<file path="config.mk">
export PLATFORM = sky130hd
export DESIGN_NAME = imem_boot_loader_flat
export DESIGN_NICKNAME = d
export VERILOG_FILES = /design/src/rtl/boot_pkg.sv /design/src/rtl/imem_boot_loader_if.sv /design/src/rtl/boot_csum8.sv /design/src/rtl/imem_boot_loader.sv /design/src/flat_wrapper.sv
export SDC_FILE = /design/constraint.sdc
export NUM_CORES = 1
export LEC_CHECK = 0
export ABC_AREA = 1
export BUFFER_PORTS_ARGS = -buffer_cell sky130_fd_sc_hd__buf_4
export CAP_MARGIN = 25
export CORE_MARGIN = 3
export CORE_UTILIZATION = 51
export DETAILED_ROUTE_END_ITERATION = 12
export GPL_ROUTABILITY_DRIVEN = 0
export PLACE_DENSITY_LB_ADDON = 0.15
export SLEW_MARGIN = 20
export SYNTH_ARGS = -nofsm -noshare
export SYNTH_HDL_FRONTEND = slang
export SYNTH_SLANG_ARGS = --single-unit
</file>
<file path="constraint.sdc">
create_clock -name clk -period 3.5 [get_ports clk]
set_input_delay 0.175 -clock clk [delete_from_list [all_inputs] [get_ports clk]]
set_output_delay 0.175 -clock clk [all_outputs]
set_load 0.005 [all_outputs]
</file>
<file path="src/rtl/boot_pkg.sv">
// Shared definitions for the instruction-memory boot loader.
// Holds the loader state encoding, the error codes reported on err_code and
// the default instruction memory size.
package boot_pkg;

  localparam int unsigned MEM_BYTES_DEFAULT = 32;

  typedef enum logic [2:0] {
    S_LEN,
    S_DATA,
    S_CSUM,
    S_RUN,
    S_ERR
  } boot_state_e;

  localparam logic [1:0] ERR_NONE = 2'd0;
  localparam logic [1:0] ERR_LEN  = 2'd1;
  localparam logic [1:0] ERR_CSUM = 2'd2;

endpackage

</file>
<file path="src/rtl/imem_boot_loader_if.sv">
// Byte-stream valid/ready link feeding the boot loader.
//   s_valid : source has a byte on s_data
//   s_data  : byte value, held stable while s_valid && !s_ready
//   s_ready : sink accepts the byte this cycle
// master = byte source, slave = loader.
interface imem_boot_loader_if;

  logic       s_valid;
  logic [7:0] s_data;
  logic       s_ready;

  modport master (
    output s_valid,
    output s_data,
    input  s_ready
  );

  modport slave (
    input  s_valid,
    input  s_data,
    output s_ready
  );

endinterface

</file>
<file path="src/rtl/boot_csum8.sv">
// 8-bit modular checksum accumulator.
//   clk, rst_n : clock and synchronous active-low reset
//   clr        : zero the accumulator (wins over add)
//   add_en     : accumulate din this cycle
//   din        : incoming byte
//   sum_zero   : (acc + din) mod 256 == 0, used to judge the checksum byte
module boot_csum8 (
  input  logic       clk,
  input  logic       rst_n,
  input  logic       clr,
  input  logic       add_en,
  input  logic [7:0] din,
  output logic       sum_zero
);

  logic [7:0] acc_q;
  logic [7:0] sum;

  assign sum      = acc_q + din;
  assign sum_zero = (sum == 8'd0);

  always_ff @(posedge clk) begin
    if (!rst_n) begin
      acc_q <= 8'd0;
    end else if (clr) begin
      acc_q <= 8'd0;
    end else if (add_en) begin
      acc_q <= sum;
    end
  end

endmodule

</file>
<file path="src/rtl/imem_boot_loader.sv">
// Boot loader: receives a length-prefixed, checksummed byte image and writes
// it into the byte-addressed instruction memory, then releases the CPU.
//   clk, rst_n  : clock and synchronous active-low reset
//   up          : byte stream in (s_valid / s_data / s_ready)
//   reload      : one-cycle pulse, return to waiting for a new image
//   mem_we      : byte write strobe, one cycle per accepted data byte
//   mem_addr    : write byte address
//   mem_wdata   : write byte
//   cpu_run     : image loaded and verified
//   busy        : loading (length, data or checksum phase)
//   err_code    : sticky error (none / bad length / checksum mismatch)
//   loaded_len  : byte count of the last accepted image
module imem_boot_loader
  import boot_pkg::*;
#(
  parameter int unsigned MEM_BYTES = MEM_BYTES_DEFAULT,
  parameter int unsigned ADDR_W    = 5,
  parameter int unsigned LEN_W     = 6
) (
  input  logic                 clk,
  input  logic                 rst_n,
  imem_boot_loader_if.slave    up,
  input  logic                 reload,
  output logic                 mem_we,
  output logic [ADDR_W-1:0]    mem_addr,
  output logic [7:0]           mem_wdata,
  output logic                 cpu_run,
  output logic                 busy,
  output logic [1:0]           err_code,
  output logic [LEN_W-1:0]     loaded_len
);

  boot_state_e       state_q, state_d;
  logic [ADDR_W-1:0] cnt_q, cnt_d;
  logic [LEN_W-1:0]  len_q, len_d;
  logic [LEN_W-1:0]  loaded_len_q, loaded_len_d;
  logic [1:0]        err_q, err_d;
  logic              mem_we_q, mem_we_d;
  logic [ADDR_W-1:0] mem_addr_q, mem_addr_d;
  logic [7:0]        mem_wdata_q, mem_wdata_d;

  logic xfer;
  logic len_bad;
  logic last_byte;
  logic csum_clr;
  logic csum_add;
  logic csum_ok;

  assign busy       = (state_q == S_LEN) || (state_q == S_DATA) || (state_q == S_CSUM);
  // reload forces ready low so a same-cycle byte is left with the source.
  assign up.s_ready = busy && !reload;
  assign xfer       = up.s_valid && up.s_ready;

  // Length must be nonzero, a whole number of 32-bit words, and fit the memory.
  assign len_bad = (up.s_data == 8'd0) || (up.s_data[1:0] != 2'b00) ||
                   ({24'd0, up.s_data} > MEM_BYTES);

  assign last_byte = (LEN_W'(cnt_q) == (len_q - LEN_W'(1)));

  boot_csum8 u_csum (
    .clk      (clk),
    .rst_n    (rst_n),
    .clr      (csum_clr),
    .add_en   (csum_add),
    .din      (up.s_data),
    .sum_zero (csum_ok)
  );

  always_comb begin
    state_d      = state_q;
    cnt_d        = cnt_q;
    len_d        = len_q;
    err_d        = err_q;
    loaded_len_d = loaded_len_q;
    mem_we_d     = 1'b0;
    mem_addr_d   = mem_addr_q;
    mem_wdata_d  = mem_wdata_q;
    csum_clr     = 1'b0;
    csum_add     = 1'b0;

    if (reload) begin
      state_d  = S_LEN;
      err_d    = ERR_NONE;
      cnt_d    = '0;
      csum_clr = 1'b1;
    end else if (xfer) begin
      case (state_q)
        S_LEN: begin
          if (len_bad) begin
            state_d = S_ERR;
            err_d   = ERR_LEN;
          end else begin
            state_d  = S_DATA;
            len_d    = up.s_data[LEN_W-1:0];
            cnt_d    = '0;
            csum_clr = 1'b1;
          end
        end
        S_DATA: begin
          mem_we_d    = 1'b1;
          mem_addr_d  = cnt_q;
          mem_wdata_d = up.s_data;
          csum_add    = 1'b1;
          cnt_d       = cnt_q + ADDR_W'(1);
          if (last_byte) begin
            state_d = S_CSUM;
          end
        end
        S_CSUM: begin
          if (csum_ok) begin
            state_d      = S_RUN;
            loaded_len_d = len_q;
          end else begin
            state_d = S_ERR;
            err_d   = ERR_CSUM;
          end
        end
        default: ;
      endcase
    end
  end

  always_ff @(posedge clk) begin
    if (!rst_n) begin
      state_q      <= S_LEN;
      cnt_q        <= '0;
      len_q        <= '0;
      err_q        <= ERR_NONE;
      loaded_len_q <= '0;
      mem_we_q     <= 1'b0;
      mem_addr_q   <= '0;
      mem_wdata_q  <= 8'd0;
    end else begin
      state_q      <= state_d;
      cnt_q        <= cnt_d;
      len_q        <= len_d;
      err_q        <= err_d;
      loaded_len_q <= loaded_len_d;
      mem_we_q     <= mem_we_d;
      mem_addr_q   <= mem_addr_d;
      mem_wdata_q  <= mem_wdata_d;
    end
  end

  assign mem_we     = mem_we_q;
  assign mem_addr   = mem_addr_q;
  assign mem_wdata  = mem_wdata_q;
  assign cpu_run    = (state_q == S_RUN);
  assign err_code   = err_q;
  assign loaded_len = loaded_len_q;

endmodule
</file>
<file path="src/flat_wrapper.sv">
// flat-port wrapper written by rule: the top's interface ports become plain ports
module imem_boot_loader_flat import boot_pkg::*;
#(
  parameter int unsigned MEM_BYTES = MEM_BYTES_DEFAULT,
  parameter int unsigned ADDR_W    = 5,
  parameter int unsigned LEN_W     = 6
)
  (clk, rst_n, reload, mem_we, mem_addr, mem_wdata, cpu_run, busy, err_code, loaded_len, up_s_valid, up_s_data, up_s_ready);
  imem_boot_loader_if up_i ();
  input  logic clk;
  input  logic rst_n;
  input  logic reload;
  output logic mem_we;
  output logic [ADDR_W-1:0] mem_addr;
  output logic [7:0] mem_wdata;
  output logic cpu_run;
  output logic busy;
  output logic [1:0] err_code;
  output logic [LEN_W-1:0] loaded_len;
  input wire logic [$bits(up_i.s_valid)-1:0] up_s_valid;
  input wire logic [$bits(up_i.s_data)-1:0] up_s_data;
  output wire logic [$bits(up_i.s_ready)-1:0] up_s_ready;
  assign up_i.s_valid = up_s_valid;
  assign up_i.s_data = up_s_data;
  assign up_s_ready = up_i.s_ready;
  imem_boot_loader #(.MEM_BYTES(MEM_BYTES), .ADDR_W(ADDR_W), .LEN_W(LEN_W)) u_core (.clk(clk), .rst_n(rst_n), .up(up_i), .reload(reload), .mem_we(mem_we), .mem_addr(mem_addr), .mem_wdata(mem_wdata), .cpu_run(cpu_run), .busy(busy), .err_code(err_code), .loaded_len(loaded_len));
endmodule
</file>
==> impl_metrics.ini <==
[critical_path]
cp_data_required_time_ns = 3.74
crit_arrival_ns = 2.45
r2r-end = u_core.loaded_len[0]
cp_max_fo = 7
worstSetupPathType = reg2reg
cp-end-kind = flip-flop
start_kind = flip-flop
worstRegToRegCells = 15
reg2reg_slack_ns = 1.29
timing.rr.start = u_core.u_csum.acc_q[0]

[routing]
finalWirelength_um = 5690
wire_per_inst_um = 12.8
ant_nets = 0
drc = 0
vias = 2321
via_per_inst = 5.23
drt_iter0_drc = 121
drt-pass1-iter-count = 5

[die]
die-height_um = 75.2
core_area_mm2 = 0.00447
dieArea_mm2 = 0.00566
initial_utilization_pct = 54.6
die_w_um = 75.2
top_level_ports = 37
rows = 24

[yosys]
synth-simple-area-share_pct = 35.8
synthDistinctLibCells = 34
synth-xor-area-share_pct = 2.15
synth_compound_area_share_pct = 10.4
syn_area_mm2 = 0.00244
synth_seq_cells = 44
ys_top_cells_by_area = dfxtp_1, nand2_1, nor2_1
ys.flop_type = dfxtp_1
async_flop_share_pct = 0
synth_fp_nets = 376
yosysTopAreaCellShare_pct = 36.1
synth_top_cell_by_area = dfxtp_1
synth-edff-count = 0
avgSynthCellArea_um2 = 6.90
muxShareOfSynthArea_pct = 0
synthCells = 354
yosysWarnings = 0
synth_top_family_by_area = simple AND/OR/NAND/NOR gates
synth_fa_ha_area_share_pct = 5.43
ys_seq_area_share_pct = 36.1

[global_route]
grt_max_degree = 27
antenna_found_initial = 0
grtUsageTotal_pct = 22.0
gr-usage-met2_pct = 32.8
grt_util_met3_pct = 5.61
grt_pass1_wl_um = 9400
grt_busiest_layer = met2
gr-total-overflow = 0
grt_use_met1_pct = 30.7
grt_pass1_vias = 2036

[clock_tree]
max-clock-path-buffers = 2
post_cts_resized = 0
clk_pin_slew_ns = 0.09
root_buffer = clkbuf_8
cts_sinks = 44
numCtsBuffers = 5
cts_hold_buf = 0
clk_latency_ns = 0.30
htreeDepth = 2
post_cts_buffers = 0
cts_tree = done

[timing]
finalSetupViolations = 0
worst_pin_slew_ns = 0.659
hold_viol_final = 0
holdWs_ns = 0.122
tns_ns = 0
clock.fmax_mhz = 452
finClkSkew_ns = 0.00868
period_needed_ns = 2.21
slew_viol_final = 0
slew_headroom_pct = 55.9
rsz0062_at_grt = no
min_period_over_period_pct = 63.2

[final_layout]
area_growth_pct = 16.1
diodes = 0
multi_input_comb_area_mm2 = 0.00131
regArea_um2 = 881
drive_gt1_share_pct = 19.1
nFillCells = 413
layout.nets = 413

[run_status]
status = complete, no violations

[min_path]
hp-class = in2reg
hp-start = up_s_data[0]
min_path_cells = 3
holdPathEnd = u_core.mem_wdata[0]

[job]
maxCapViolCount = 0

[pwr]
vdd_ir_drop_max_v = 0.000258
powerDensity_mw_per_mm2 = 331
p_leak_uw = 0.00138

[place]
portBuffers = 36
dp_hpwl_um = 4380
## final cells by class
type | instances | area share [%]
inverter | 54 | 7.15
multi-input combinational | 249 | 46.3
clock inverter | 2 | 0.529
sequential | 44 | 31.1
clock buffer | 6 | 2.91
tap | 52 | 2.29
timing repair buffer | 37 | 9.79
## worst max path at each step
| stage | startpoint | end | cells past startpoint |
|---|---|---|---|
| floorplan | u_core.u_csum.acc_q[0] | u_core.loaded_len[0] | 15 |
| detailed placement | up_s_data[0] | u_core.loaded_len[0] | 16 |
| finish | u_core.u_csum.acc_q[0] | u_core.loaded_len[0] | 15 |
| global placement | up_s_data[0] | u_core.loaded_len[1] | 16 |
| CTS | u_core.u_csum.acc_q[0] | u_core.loaded_len[0] | 15 |
| global route | u_core.u_csum.acc_q[0] | u_core.loaded_len[2] | 15 |
## kinds of logic (layout without fill, tap and decap cells)
| logic type | count (synthesis) | count (layout) |
|---|---|---|
| AO/OA/AOI/OAI | 48 | 48 |
| XOR/XNOR | 6 | 6 |
| adder cells (fa/ha/maj) | 10 | 10 |
| buffers and inverters | 61 | 99 |
| flip-flops | 44 | 44 |
| AND/OR/NAND/NOR | 185 | 185 |
## per-stage QoR
stage / area, um^2 / setup slack, ns / power, uW / util [%] / std cells
2_1_floorplan: 2440 / 1.59 / 574 / - / 354
3_3_place_gp: 2740 / 1.38 / 607 / 61.2 / 436
3_5_place_dp: 2740 / 1.32 / 607 / 61.2 / 436
4_1_cts: 2840 / 1.30 / 946 / 63.4 / 444
5_1_grt: 2840 / 1.17 / 975 / 63.4 / 444
6_report: 2840 / 1.29 / 940 / 63.4 / 444
## synth_stat cells (3+ instances only)
cell type  count
a21oi_1       23
nand3_1       23
inv_1         45
nand3_2        3
ha_1           9
inv_2          7
nand2_1       74
dfxtp_1       44
a211oi_1       3
o21ai_0       19
nor3_1         3
clkbuf_1       3
nor2_2         3
nor2_1        51
nand2_2        8
nand4_1       11
xnor2_1        4
## power breakdown
part	switching, uW	internal (uW)
registers	3.23	504
clock network	184	160
logic	55.8	32.9
total	243	697
## worst max-delay path: stages, from the launching register on
cell	delay [ns]
dfxtp_1	0.33
ha_1	0.22
fa_1	0.40
nand2_1	0.13
nand2_2	0.09
nand2_1	0.06
nand2_1	0.06
nand2_2	0.07
nand2_1	0.07
nor2_2	0.12
nand2_2	0.10
nor2_8	0.14
nand3_4	0.11
nand2_1	0.09
inv_1	0.04
nor2_1	0.11
## sequential cells by signal, indices dropped and copies added (netlist names)
signal,flops
u_core.mem_we,1
u_core.cnt_q,5
u_core.err_code,2
u_core.loaded_len,6
u_core.mem_addr,5
u_core.len_q,6
u_core.mem_wdata,8
u_core.u_csum.acc_q,8
u_core.state_q,3
## cell usage in the layout, fill, tap and decap left out, drive strengths merged
master    netlist  final
nand2          83     83
nor2           55     55
inv            52     52
dfxtp          44     44
buf             4     37
nand3          27     27
a21oi          24     24
o21ai          20     20
nand4          11     11
ha              9      9
clkbuf          3      6
nor3            5      5
xnor2           4      4
a211oi          3      3
xor2            2      2
clkinv          2      2
or2             2      2
clkinvlp        0      2
and2            1      1
nor3b           1      1
a22oi           1      1
fa              1      1
## layer usage
metal,part of all wire (%),vias up
li1,-,1196
met1,49,1031
met2,43,85
met3,7.2,9
met4,1.4,0
met5,0,-
(Power assumes the default switching activity.)
